<file path="src/rtl/router_pkg.sv">
// rtl/router_pkg.sv - shared sizes and types for the packet tx serializer
package router_pkg;

  localparam int PKT_W     = 55;
  localparam int FLIT_W    = 11;
  localparam int NUM_FLITS = 5;
  localparam int CNT_W     = $clog2(NUM_FLITS);

  typedef enum logic [1:0] {IDLE, WAIT_TOKEN, SEND, PASS} tx_state_t;

  typedef logic [FLIT_W-1:0] flit_t;
  typedef logic [PKT_W-1:0]  pkt_t;
  typedef logic [CNT_W-1:0]  cnt_t;

  localparam cnt_t LAST_CNT = cnt_t'(NUM_FLITS - 1);

endpackage

</file>
<file path="src/rtl/packet_tx_serializer_if.sv">
// rtl/packet_tx_serializer_if.sv - buffer, token ring and link signals of the serializer
interface packet_tx_serializer_if;
  import router_pkg::*;

  pkt_t  pkt_in;
  logic  pkt_valid;
  logic  pkt_ready;
  logic  token_in;
  logic  token_out;
  flit_t tx_data;
  logic  tx_valid;
  logic  tx_first;
  logic  tx_last;
  logic  tx_ready;
  logic  busy;
  logic  token_err;

  // Environment side: packet buffer, upstream token, link driver
  modport master (
    output pkt_in, pkt_valid, token_in, tx_ready,
    input  pkt_ready, token_out, tx_data, tx_valid, tx_first, tx_last, busy, token_err
  );

  // Serializer side
  modport slave (
    input  pkt_in, pkt_valid, token_in, tx_ready,
    output pkt_ready, token_out, tx_data, tx_valid, tx_first, tx_last, busy, token_err
  );

endinterface

</file>
<file path="src/rtl/flit_mux.sv">
// rtl/flit_mux.sv - picks one flit out of a packet, most significant flit first
module flit_mux
  import router_pkg::*;
(
  input  pkt_t  pkt,
  input  cnt_t  cnt,
  output flit_t flit
);

  // Flit index 0 is the top FLIT_W bits; out-of-range indices give zero
  always_comb begin
    flit = '0;
    for (int i = 0; i < NUM_FLITS; i++) begin
      if (cnt == cnt_t'(i)) flit = pkt[PKT_W-1-FLIT_W*i -: FLIT_W];
    end
  end

endmodule

</file>
<file path="src/rtl/packet_tx_serializer.sv">
// rtl/packet_tx_serializer.sv - drains one buffered packet as flits once the ring token arrives
module packet_tx_serializer
  import router_pkg::*;
(
  input  logic                   clk,
  input  logic                   rst_n,
  packet_tx_serializer_if.slave  bus
);

  tx_state_t state;
  pkt_t      pkt_reg;
  cnt_t      flit_cnt;
  flit_t     tx_data_q;
  logic      tx_valid_q;
  logic      tx_first_q;
  logic      tx_last_q;
  logic      token_out_q;
  logic      token_err_q;

  cnt_t      sel_cnt;
  pkt_t      sel_pkt;
  flit_t     next_flit;

  assign bus.pkt_ready = (state == IDLE);
  assign bus.busy      = (state == WAIT_TOKEN) || (state == SEND);
  assign bus.token_out = token_out_q;
  assign bus.tx_data   = tx_data_q;
  assign bus.tx_valid  = tx_valid_q;
  assign bus.tx_first  = tx_first_q;
  assign bus.tx_last   = tx_last_q;
  assign bus.token_err = token_err_q;

  // Flit index that will be on the link next cycle; the packet source is the
  // input bus while idle so a same-cycle accept+token can show flit 0 at once
  always_comb begin
    sel_cnt = '0;
    sel_pkt = (state == IDLE) ? bus.pkt_in : pkt_reg;
    if (state == SEND) begin
      if (bus.tx_ready && (flit_cnt != LAST_CNT)) sel_cnt = flit_cnt + cnt_t'(1);
      else                                        sel_cnt = flit_cnt;
    end
  end

  flit_mux u_flit_mux (
    .pkt  (sel_pkt),
    .cnt  (sel_cnt),
    .flit (next_flit)
  );

  // Control FSM with registered link and token outputs
  always_ff @(posedge clk or negedge rst_n) begin
    if (!rst_n) begin
      state       <= IDLE;
      pkt_reg     <= '0;
      flit_cnt    <= '0;
      tx_data_q   <= '0;
      tx_valid_q  <= 1'b0;
      tx_first_q  <= 1'b0;
      tx_last_q   <= 1'b0;
      token_out_q <= 1'b0;
      token_err_q <= 1'b0;
    end else begin
      token_out_q <= 1'b0;
      unique case (state)
        IDLE: begin
          if (bus.pkt_valid) begin
            pkt_reg <= bus.pkt_in;
            if (bus.token_in) begin
              // Token arrives with the packet: keep it and start sending
              state      <= SEND;
              flit_cnt   <= sel_cnt;
              tx_valid_q <= 1'b1;
              tx_first_q <= 1'b1;
              tx_last_q  <= (sel_cnt == LAST_CNT);
              tx_data_q  <= next_flit;
            end else begin
              state <= WAIT_TOKEN;
            end
          end else if (bus.token_in) begin
            token_out_q <= 1'b1;
          end
        end
        WAIT_TOKEN: begin
          if (bus.token_in) begin
            state      <= SEND;
            flit_cnt   <= sel_cnt;
            tx_valid_q <= 1'b1;
            tx_first_q <= 1'b1;
            tx_last_q  <= (sel_cnt == LAST_CNT);
            tx_data_q  <= next_flit;
          end
        end
        SEND: begin
          if (bus.token_in) token_err_q <= 1'b1;
          if (bus.tx_ready) begin
            if (flit_cnt == LAST_CNT) begin
              state       <= PASS;
              flit_cnt    <= '0;
              tx_valid_q  <= 1'b0;
              tx_first_q  <= 1'b0;
              tx_last_q   <= 1'b0;
              tx_data_q   <= '0;
              token_out_q <= 1'b1;
            end else begin
              flit_cnt   <= sel_cnt;
              tx_first_q <= 1'b0;
              tx_last_q  <= (sel_cnt == LAST_CNT);
              tx_data_q  <= next_flit;
            end
          end
        end
        PASS: begin
          if (bus.token_in) token_err_q <= 1'b1;
          state <= IDLE;
        end
        default: state <= IDLE;
      endcase
    end
  end

endmodule

</file>
<file path="src/flat_wrapper.sv">
// flat-port wrapper written by rule: the top's interface ports become plain ports
module packet_tx_serializer_flat import router_pkg::*;
  (clk, rst_n, bus_pkt_in, bus_pkt_valid, bus_token_in, bus_tx_ready, bus_pkt_ready, bus_token_out, bus_tx_data, bus_tx_valid, bus_tx_first, bus_tx_last, bus_busy, bus_token_err);
  packet_tx_serializer_if bus_i ();
  input  logic clk;
  input  logic rst_n;
  input wire logic [$bits(bus_i.pkt_in)-1:0] bus_pkt_in;
  input wire logic [$bits(bus_i.pkt_valid)-1:0] bus_pkt_valid;
  input wire logic [$bits(bus_i.token_in)-1:0] bus_token_in;
  input wire logic [$bits(bus_i.tx_ready)-1:0] bus_tx_ready;
  output wire logic [$bits(bus_i.pkt_ready)-1:0] bus_pkt_ready;
  output wire logic [$bits(bus_i.token_out)-1:0] bus_token_out;
  output wire logic [$bits(bus_i.tx_data)-1:0] bus_tx_data;
  output wire logic [$bits(bus_i.tx_valid)-1:0] bus_tx_valid;
  output wire logic [$bits(bus_i.tx_first)-1:0] bus_tx_first;
  output wire logic [$bits(bus_i.tx_last)-1:0] bus_tx_last;
  output wire logic [$bits(bus_i.busy)-1:0] bus_busy;
  output wire logic [$bits(bus_i.token_err)-1:0] bus_token_err;
  assign bus_i.pkt_in = bus_pkt_in;
  assign bus_i.pkt_valid = bus_pkt_valid;
  assign bus_i.token_in = bus_token_in;
  assign bus_i.tx_ready = bus_tx_ready;
  assign bus_pkt_ready = bus_i.pkt_ready;
  assign bus_token_out = bus_i.token_out;
  assign bus_tx_data = bus_i.tx_data;
  assign bus_tx_valid = bus_i.tx_valid;
  assign bus_tx_first = bus_i.tx_first;
  assign bus_tx_last = bus_i.tx_last;
  assign bus_busy = bus_i.busy;
  assign bus_token_err = bus_i.token_err;
  packet_tx_serializer u_core (.clk(clk), .rst_n(rst_n), .bus(bus_i));
endmodule
</file>
<file path="config.mk">
export PLATFORM = sky130hd
export DESIGN_NAME = packet_tx_serializer_flat
export DESIGN_NICKNAME = d
export VERILOG_FILES = /design/src/rtl/router_pkg.sv /design/src/rtl/packet_tx_serializer_if.sv /design/src/rtl/flit_mux.sv /design/src/rtl/packet_tx_serializer.sv /design/src/flat_wrapper.sv
export SDC_FILE = /design/constraint.sdc
export NUM_CORES = 1
export LEC_CHECK = 0
export CAP_MARGIN = 25
export CORE_MARGIN = 2
export CORE_UTILIZATION = 49
export CTS_BUF_LIST = sky130_fd_sc_hd__clkbuf_2 sky130_fd_sc_hd__clkbuf_4 sky130_fd_sc_hd__clkbuf_8
export DETAILED_ROUTE_END_ITERATION = 6
export PLACE_DENSITY = 0.8
export SLEW_MARGIN = 20
export SYNTH_ARGS = -nofsm -noshare
export SYNTH_HDL_FRONTEND = slang
export SYNTH_HIERARCHICAL = 1
export SYNTH_SLANG_ARGS = --single-unit
</file>
<file path="constraint.sdc">
create_clock -name clk -period 2.5 [get_ports clk]
set_input_delay 0.5 -clock clk [delete_from_list [all_inputs] [get_ports clk]]
set_output_delay 0.5 -clock clk [all_outputs]
set_load 0.02 [all_outputs]
</file>
# Word level (Yosys, flattened, before mapping)
# Index checks and enable logic that the tools add are counted.
# Widths: inputs -> output; s select.
op_classes:
  mux: 43
  n_eq_ne: 13
  n_addsub: 1
  reduce_logical: 11
op_table:
  columns: ["op", "count"]
  rows:
  - ["$mux 11", 9]
  - ["$mux 55", 1]
  - ["$pmux 11 s3", 1]
  - ["$mux 3", 6]
  - ["$mux 1", 15]
  - ["$mux 2", 5]
  - ["$pmux 1 s3", 3]
  - ["$pmux 3 s3", 1]
  - ["$ne 2x2->1 const B", 4]
  - ["$pmux 2 s4", 1]
  - ["$reduce_and 4->1", 2]
  - ["$eq 3x2->1 const B", 2]
  - ["$eq 3x3->1 const B", 2]
  - ["$eq 2x2->1 const B", 2]
  - ["$reduce_and 2->1", 2]
  - ["$add 3x1->3 const B", 1]
  - ["$eq 3x1->1 const B", 1]
  - ["$logic_not 3->1", 1]
  - ["$ne 3x3->1 const B", 1]
  - ["$reduce_and 3->1", 1]
  - ["$reduce_bool 3->1", 1]
  - ["$eq 2x1->1 const B", 1]
  - ["$logic_not 2->1", 1]
  - ["$pmux 1 s2", 1]
  - ["other kinds (3)", 3]
totals:
  reg_bits: 76
  in_bits: 60
  word_cells: 77

# Depth between registers and ports, before layout
# Gate-level depths: netlist (run 1).
logic_depth:
  depth_word: 13
  ltp_mapped: 11
  depth_no_buf: 10

# Modules after synthesis
# Netlist (run 1), hierarchy kept.
by_module_without_submodules:
  columns: ["mod", "seq_area_each_um2", "instances", "area_per_inst_um2", "cells_each"]
  rows:
  - ["packet_tx_serializer", 1901.8, 1, 3890.0, 296]
  - ["flit_mux", 0.0, 1, 470.5, 53]

# Worst setup path after synthesis (run 1)
# No wires, ideal clock.
synth_timing:
  path_type: "flip-flop to flip-flop"
  start: "register u_core.state[0]"
  end: "register u_core.tx_data_q[0], in the netlist u_core/bus.tx_data[0]"
  arrival_ps: 2342
  synth_period_minus_slack_ps: 2481
  setup_time_ps: 138
  setup_slack_ps: 19
  required_ps: 2362
  stages_incl_launch_ff: 11
  path_cell_list: "dfrtp_1 > inv_1 > ha_1 > buf_6 > buf_2 > buf_2 > mux2_2 > mux2_4 > a221o_1 > nand2_1 > mux2i_1"
synth_rtl:
  columns: ["element", "line", "source"]
  rows:
  - ["start, declared", "packet_tx_serializer.sv:10", "tx_state_t state;"]
  - ["start signal, assigned", "packet_tx_serializer.sv:53", "state <= IDLE;"]
  - ["start signal, assigned", "packet_tx_serializer.sv:70", "state <= SEND;"]
  - ["start signal, assigned", "packet_tx_serializer.sv:77", "state <= WAIT_TOKEN;"]
  - ["$logic_not 2->1 (*)", null, null]
  - ["net bus_pkt_ready", "flat_wrapper.sv:11", "output wire logic [$bits(bus_i.pkt_ready)-1:0] bus_pkt_ready;"]
  - ["$mux 55 (*)", "packet_tx_serializer.sv:37", "sel_pkt = (state == IDLE) ? bus.pkt_in : pkt_reg;"]
  - ["net u_core.sel_pkt[44]", "packet_tx_serializer.sv:21", "pkt_t sel_pkt;"]
  - ["$mux 11 (*) (5 in a row)", "flit_mux.sv:14", "if (cnt == cnt_t'(i)) flit = pkt[PKT_W-1-FLIT_W*i -: FLIT_W];"]
  - ["net u_core.next_flit[0]", "packet_tx_serializer.sv:22", "flit_t next_flit;"]
  - ["$mux 11, on equally long branches", "packet_tx_serializer.sv:96, packet_tx_serializer.sv:68, packet_tx_serializer.sv:84", null]
  - ["$mux 11, on equally long branches", "packet_tx_serializer.sv:95, packet_tx_serializer.sv:66", null]
  - ["$pmux 11 s3 (*)", "packet_tx_serializer.sv:64", "unique case (state)"]
  - ["end signal, assigned", "packet_tx_serializer.sv:75", "tx_data_q <= next_flit;"]
  - ["end signal, assigned", "packet_tx_serializer.sv:90", "tx_data_q <= next_flit;"]
  - ["end signal, assigned", "packet_tx_serializer.sv:108", "tx_data_q <= next_flit;"]
  - ["end, declared", "packet_tx_serializer.sv:13", "flit_t tx_data_q;"]
# The timed path passes the listed nets; every way through them passes the cells marked *. The select of a mux whose other input is x is not followed.
# A chain may end at the register's enable or synchronous reset.

# Final worst setup path (run 1)
layout_timing:
  start: "register u_core.flit_cnt[0]"
  end: "register u_core.tx_data_q[10], in the netlist u_core/bus.tx_data[10]"
layout_via:
  elab_chain_len: 13
layout_rtl:
  columns: ["element", "line", "source"]
  rows:
  - ["start, declared", "packet_tx_serializer.sv:12", "cnt_t flit_cnt;"]
  - ["start signal, assigned", "packet_tx_serializer.sv:71", "flit_cnt <= sel_cnt;"]
  - ["start signal, assigned", "packet_tx_serializer.sv:86", "flit_cnt <= sel_cnt;"]
  - ["start signal, assigned", "packet_tx_serializer.sv:105", "flit_cnt <= sel_cnt;"]
  - ["parallel branches: the longest is 2 deep, another holds $add 3x1->3", null, null]
  - ["$mux 3 (*)", "packet_tx_serializer.sv:39", "if (bus.tx_ready && (flit_cnt != LAST_CNT)) sel_cnt = flit_cnt + cnt_t'(1);"]
  - ["$mux 3 (*)", "packet_tx_serializer.sv:38", "if (state == SEND) begin"]
  - ["net u_core.sel_cnt[2]", "packet_tx_serializer.sv:20", "cnt_t sel_cnt;"]
  - ["$logic_not 3->1", "flit_mux.sv:14", null]
  - ["$mux 11 (4 in a row)", "flit_mux.sv:14", null]
  - ["$mux 11 (*)", "flit_mux.sv:14", null]
  - ["net u_core.next_flit[10]", "packet_tx_serializer.sv:22", null]
  - ["$mux 11, on equally long branches", "packet_tx_serializer.sv:96, packet_tx_serializer.sv:68, packet_tx_serializer.sv:84", null]
  - ["$mux 11, on equally long branches", "packet_tx_serializer.sv:95, packet_tx_serializer.sv:66", null]
  - ["$pmux 11 s3 (*)", "packet_tx_serializer.sv:64", null]
# Mark *: on every way through the listed nets, which the timed path passes. The select of a mux whose other input is x is not followed.

==> impl_metrics.csv, run 1 <==
group,metric,value,unit
worst_setup_path,r2r-end,"u_core/bus.tx_data[10]",
worst_setup_path,startpoint,"u_core/flit_cnt[0]",
clock_network,cts_tree,"built",
cells_and_area,nets,506,
cells_and_area,area_growth,30.4,%
worst_setup_path,cp_num_buf_inv,2,
global_route,grtUsageMet2,36.1,%
pwr,p_leak,2.40,nW
worst_setup_path,cp_slowest_cell,"dfrtp_1",
placed_design,routabilityCongestion,0.771,
floorplanning,io-pin-count,78,
floorplanning,die_w,98.3,um
sta,finalCriticalPeriod,2380,ps
clock_network,htree_num_levels,3,
clock_network,clk_pin_slew,80,ps
worst_setup_path,crit_family,"compound AO/OA/AOI/OAI gates",
status,outcome,"finished clean",
global_route,use_met1,27.5,%
drt,wl,9720,um
worst_setup_path,critPathKind,"register to register",
cells_and_area,drive_gt1_share,39.1,%
cells_and_area,num_antenna_cells,0,
synthesis,avgSynthCellArea,12.5,um^2
sta,max-slew-margin-rel,65.7,%
clock_network,numCtsBuffers,9,
drt,ant_nets,0,
drt,vias,3025,
global_route,grt_start_max_net_pins,40,
synthesis,ys_seq_area_share,43.6,%
worst_setup_path,ff2ff_setup_slack,120,ps
clock_network,cts_buffer_depth,2,
sta,finalWorstSetupSlack,120,ps
drt,drt_first_iter_violations,117,
cells_and_area,largest_register_ffs,55,
sta,fmax,420,MHz
synthesis,synth_nets,415,
worst_setup_path,critical-path-max-stage-delay,410,ps
sta,rsz0062_at_grt,"false",
floorplanning,initial_core_util,50.2,%
worst_setup_path,critPathMaxFanout,13,
global_route,grt_usage,21.1,%
global_route,gr-max-usage-layer,"met2",
hold_path,hold_class,"primary input to async pin",
worst_setup_path,path_cells,"inv_1, ha_2, nand2b_1, o21ai_0, a21oi_2, buf_12, mux2_2, a221o_1, nand2_1, mux2i_1",
synthesis,ys_ff_latch,76,
drt,drc_errors,0,
global_route,grt_pass1_vias,3210,
synthesis,syn_area,4360,um^2
sta,setup_viol,0,
global_route,met3_usage,4.37,%
job,cap_violations,0,
pwr,ir_drop,539,uV
worst_setup_path,timing.rr.start,"u_core/flit_cnt[0]",
sta,finalMaxSlewViolations,0,
sta,hold_viol,0,
worst_setup_path,crit_required,2710,ps
floorplanning,fp.dieH,98.3,um
global_route,grt_overflow,0,
synthesis,postSynthCellCount,349,
clock_network,cts-root-buf,"clkbuf_8",
sta,finClkSkew,12.8,ps
clock_network,numClockSinks,76,
floorplanning,core_area,8680,um^2
cells_and_area,final_cells,553,
placed_design,placed_area,5410,um^2
synthesis,yosysWarnings,6,
sta,tns,0,ps
floorplanning,rows,34,
cells_and_area,final_area,5690,um^2
placed_design,dp_hpwl,6930,um
drt,drtPass1Iterations,4,
floorplanning,die_area,9670,um^2
global_route,grt_pass1_wl,16100,um
global_route,antenna_found_initial,0,
placed_design,io_buffers,77,
worst_setup_path,path_depth,10,
clock_network,clk_latency,350,ps
placed_design,pre_cts_ws,-171,ps
drt,wire_per_inst,17.6,um
worst_setup_path,cp-end-kind,"register",
pwr,p_per_area,1260,nW/um^2
drt,route.detailed.vias_per_inst,5.47,
worst_setup_path,critPathLaunchType,"register",
synthesis,synth_cell_types,34,
worst_setup_path,crit_arrival,2590,ps
worst_setup_path,setup.worst_path.end,"u_core/bus.tx_data[10]",
worst_setup_path,rr_worst_depth,10,
sta,worst_pin_slew,513,ps
placed_design,placed_cells,536,
sta,finalCritPeriodShare,95.2,%
## worst min-delay path by stage
| stage | start | to | slack, ps | cells past startpoint |
|---|---|---|---|---|
| 2_1_floorplan | rst_n | u_core/bus.token_err | 200 | 0 |
| 3_3_place_gp | u_core/bus.token_err | u_core/bus.token_err | 450 | 1 |
| 3_5_place_dp | u_core/bus.token_err | u_core/bus.token_err | 460 | 1 |
| 4_1_cts | rst_n | u_core/pkt_reg[54] | 120 | 1 |
| 5_1_grt | rst_n | u_core/pkt_reg[54] | 140 | 1 |
| 6_report | rst_n | u_core/pkt_reg[54] | 120 | 1 |
## cell type report
class	instances	area, um^2
sequential	76	1900
fill	674	2990
tap	108	135
clock buffer	12	159
timing repair buffer	100	1030
multi-input combinational	232	2290
clock inverter	4	95.1
inverter	21	78.8
## layout by cell type (no fill, tap or decap), types with 2 or more instances in the layout
cell type / count
a41oi_1: 3
dfrtp_1: 76
mux2_4: 9
nor2b_2: 2
clkbuf_8: 11
ha_2: 2
nand3_1: 3
buf_12: 7
a221o_1: 10
mux2_2: 113
buf_4: 17
clkdlybuf4s50_1: 75
inv_1: 21
mux2i_1: 27
nor2_1: 12
nand2b_1: 6
bufinv_16: 3
o22ai_1: 2
o21ai_0: 5
nand2_1: 17
ha_1: 4
## Yosys cell counts
library cell  instances  area share, %
a2111oi_4             1           0.63
a211o_1               1           0.20
a211oi_4              1           0.46
a21boi_1              1           0.17
a21boi_2              1           0.26
a21oi_1               1           0.11
a221o_1              10            2.3
a41oi_1               3           0.60
and2_1                1           0.14
buf_2                13            1.5
buf_4                 1           0.17
buf_6                 3           0.77
clkbuf_1              3           0.26
dfrtp_1              76             44
ha_1                  6            1.7
inv_1                21            1.8
mux2_1                1           0.26
mux2_2              113             29
mux2_4                9            3.1
mux2i_1              27            6.2
nand2_1              18            1.5
nand2b_1              7            1.0
nand3_1               3           0.34
nor2_1               12            1.0
nor2b_1               2           0.29
nor2b_2               1           0.20
nor2b_4               1           0.32
nor3b_1               1           0.17
o211ai_1              1           0.17
o21ai_0               5           0.57
o22ai_1               2           0.29
o32ai_1               1           0.20
o41ai_1               1           0.20
xnor2_1               1           0.20
## through the flow
stage | power, W | util (%) | hold WS (ps)
global route | 0.00765 | 65.5 | 143
finish | 0.00717 | 65.5 | 122
detailed placement | 0.00600 | 62.3 | 456
global placement | 0.00587 | 62.3 | 451
floorplan | 0.00488 | - | 204
CTS | 0.00720 | 65.2 | 123
## where the power goes
| group | leakage (nW) | internal (W) | switching, W | total, W |
|---|---|---|---|---|
| Sequential | 0.902 | 0.00183 | 0.000312 | 0.00214 |
| Combinational | 1.37 | 0.00222 | 0.00164 | 0.00386 |
| Clock | 0.130 | 0.000728 | 0.000448 | 0.00118 |
| Total | 2.40 | 0.00477 | 0.00240 | 0.00717 |
## cells by family after synthesis
group	Yosys count	synth area share, %
compound gates	29	6.17
mux	150	38.7
flops	76	43.6
buf+inv	41	4.51
fa+ha+maj	6	1.72
simple gates	46	5.05
xor+xnor	1	0.201
## per-layer routing
| layer | part of all wire, % | wire length, um | vias up |
|---|---|---|---|
| li1 | - | - | 1435 |
| met1 | 44 | 4270 | 1505 |
| met2 | 51 | 4910 | 77 |
| met3 | 4.6 | 445 | 8 |
| met4 | 0.95 | 92 | 0 |
| met5 | 0 | 0 | - |
## timing repair
item | CTS | global route
hold buffers | 0 | 0
setup endpoints to repair | 1 | 11
buffers inserted | 0 | 1
pin swaps | 0 | 1
resized for setup | 1 | 4
Power figures use the tool's default switching activity.
==> inputs of run 2 (changes only) <==
Settings changed: MAX_ROUTING_LAYER set to met4.
==> impl_metrics.csv, run 2 (synthesized netlist as in run 1, its figures left out) <==
group,metric,value,unit
worst_setup_path,path_cells,"inv_1, ha_2, nand2b_1, o21ai_0, a21oi_2, buf_12, mux2_2, a221o_1, nand2_1, mux2i_1",
drt,wl_met1,4290,um
cells_and_area,final_util,65.5,%
drt,drc_errors,0,
cells_and_area,multi_input_area,2290,um^2
sta,tns,0,ps
sta,setup_viol,0,
sta,finClkSkew,12.3,ps
sta,worst_pin_slew,523,ps
clock_network,cts-root-buf,"clkbuf_8",
placed_design,dp_hpwl,6930,um
status,outcome,"finished clean",
worst_setup_path,crit_family,"compound AO/OA/AOI/OAI gates",
cells_and_area,num_antenna_cells,0,
floorplanning,core_area,8680,um^2
sta,rsz0062_at_grt,"false",
global_route,grt_pass1_wl,16100,um
global_route,grt_pass1_vias,3209,
cells_and_area,final-seq-area,1900,um^2
worst_setup_path,cp_num_buf_inv,2,
cells_and_area,final_cells,553,
cells_and_area,layout_common_cells,"113 x mux2_2, 76 x dfrtp_1, 75 x clkdlybuf4s50_1",
worst_setup_path,critPathLaunchType,"register",
cells_and_area,drive_gt1_share,39.1,%
floorplanning,die_area,9670,um^2
drt,drt_first_iter_violations,128,
floorplanning,initial_core_util,50.2,%
clock_network,numCtsBuffers,9,
worst_setup_path,cp-end-kind,"register",
drt,drtPass1Iterations,4,
clock_network,cts_buffer_depth,2,
floorplanning,die_w,98.3,um
clock_network,clk_latency,340,ps
drt,wl,9740,um
sta,fmax,416,MHz
cells_and_area,fill_cells,674,
drt,met2_length,4980,um
drt,highest_layer,"met4",
worst_setup_path,cp_slowest_cell,"dfrtp_1",
cells_and_area,nets,506,
global_route,grt_start_max_net_pins,40,
sta,finalMaxSlewViolations,0,
worst_setup_path,critPathKind,"register to register",
cells_and_area,final_common_cell,"mux2_2",
sta,finalCriticalPeriod,2400,ps
pwr,p_leak,2.40,nW
floorplanning,rows,34,
placed_design,routabilityCongestion,0.781,
worst_setup_path,crit_arrival,2610,ps
floorplanning,io-pin-count,78,
worst_setup_path,crit_required,2710,ps
clock_network,cts_tree,"built",
pwr,p_per_area,1260,nW/um^2
cells_and_area,final_area,5690,um^2
drt,wire_per_inst,17.6,um
drt,vias,3012,
sta,max-slew-margin-rel,65.0,%
global_route,antenna_found_initial,0,
worst_setup_path,critical-path-max-stage-delay,410,ps
worst_setup_path,critPathMaxFanout,13,
clock_network,htree_num_levels,3,
job,cap_violations,0,
pwr,ir_drop,538,uV
clock_network,cts_hold_buf,0,
clock_network,numClockSinks,76,
clock_network,clk_pin_slew,80,ps
global_route,grt_overflow,0,
sta,whs,119,ps
drt,ant_nets,0,
drt,wl_met3,387,um
placed_design,placed_cells,536,
cells_and_area,area_growth,30.4,%
placed_design,placed_area,5410,um^2
drt,route.detailed.vias_per_inst,5.45,
floorplanning,fp.dieH,98.3,um
global_route,grt_usage,21.7,%
cells_and_area,largest_register_ffs,55,
placed_design,io_buffers,77,
sta,hold_viol,0,
hold_path,hold_class,"primary input to async pin",
sta,finalCritPeriodShare,96.1,%
run 2: cell counts in the layout (fill, tap and decap cells not counted):
Identical to the previous run, type by type.
run 2: final cells by class:
type	count	area share [%]
multi-input cells	232	40.3
flip-flops and latches	76	33.5
repair buffers	100	18.1
clock buffers	12	2.79
well taps	108	2.38
clock inverters	4	1.67
inverters	21	1.39
run 2: worst register-to-register path, cell delays in order (launching register included):
cell	delay (ps)
dfrtp_1	410
inv_1	150
ha_2	260
nand2b_1	140
o21ai_0	110
a21oi_2	190
buf_12	190
mux2_2	360
a221o_1	310
nand2_1	70
mux2i_1	100
run 2: stage by stage:
| step | total power, W | worst slack, ps |
|---|---|---|
| global placement | 0.00587 | -108 |
| detailed placement | 0.00600 | -171 |
| CTS | 0.00720 | 29.0 |
| finish | 0.00717 | 98.4 |
| global route | 0.00765 | 3.91 |
| floorplan | 0.00488 | 19.2 |
run 2: worst paths after layout:
path	from	end	slack, ps	cells after the start
max	u_core/flit_cnt[0]	u_core/bus.tx_data[10]	100	10
min	rst_n	u_core/pkt_reg[54]	120	1
max reg2reg	u_core/flit_cnt[0]	u_core/bus.tx_data[10]	100	10
min reg2reg	u_core/bus.token_err	u_core/bus.token_err	480	1
max in group asynchronous	rst_n	u_core/pkt_reg[50]	1800	2
min in group clk	u_core/bus.token_err	u_core/bus.token_err	480	1
run 2: power by group:
part / switching [W] / internal (W) / total (W)
Clock: 0.000450 / 0.000728 / 0.00118
Combinational: 0.00164 / 0.00222 / 0.00386
Sequential: 0.000311 / 0.00183 / 0.00214
run 2: metal layers:
layer | up-vias | GRT usage, %
met3 | 6 | 4.08
met4 | 0 | 5.58
li1 | 1435 | -
met1 | 1502 | 27.6
met5 | - | -
met2 | 69 | 36.1
run 2: timing repair:
action                     4_1_cts  5_1_grt
setup endpoints to repair        1       11
gates resized for setup          1        4
buffers inserted                 0        1
pin swaps                        0        1
==> inputs of run 3 (changes only) <==
Settings changed: CTS_CLUSTER_SIZE set to 20.
==> results of run 3 <==
Same layout as run 2: the final DEF is identical, and so are final timing and power.
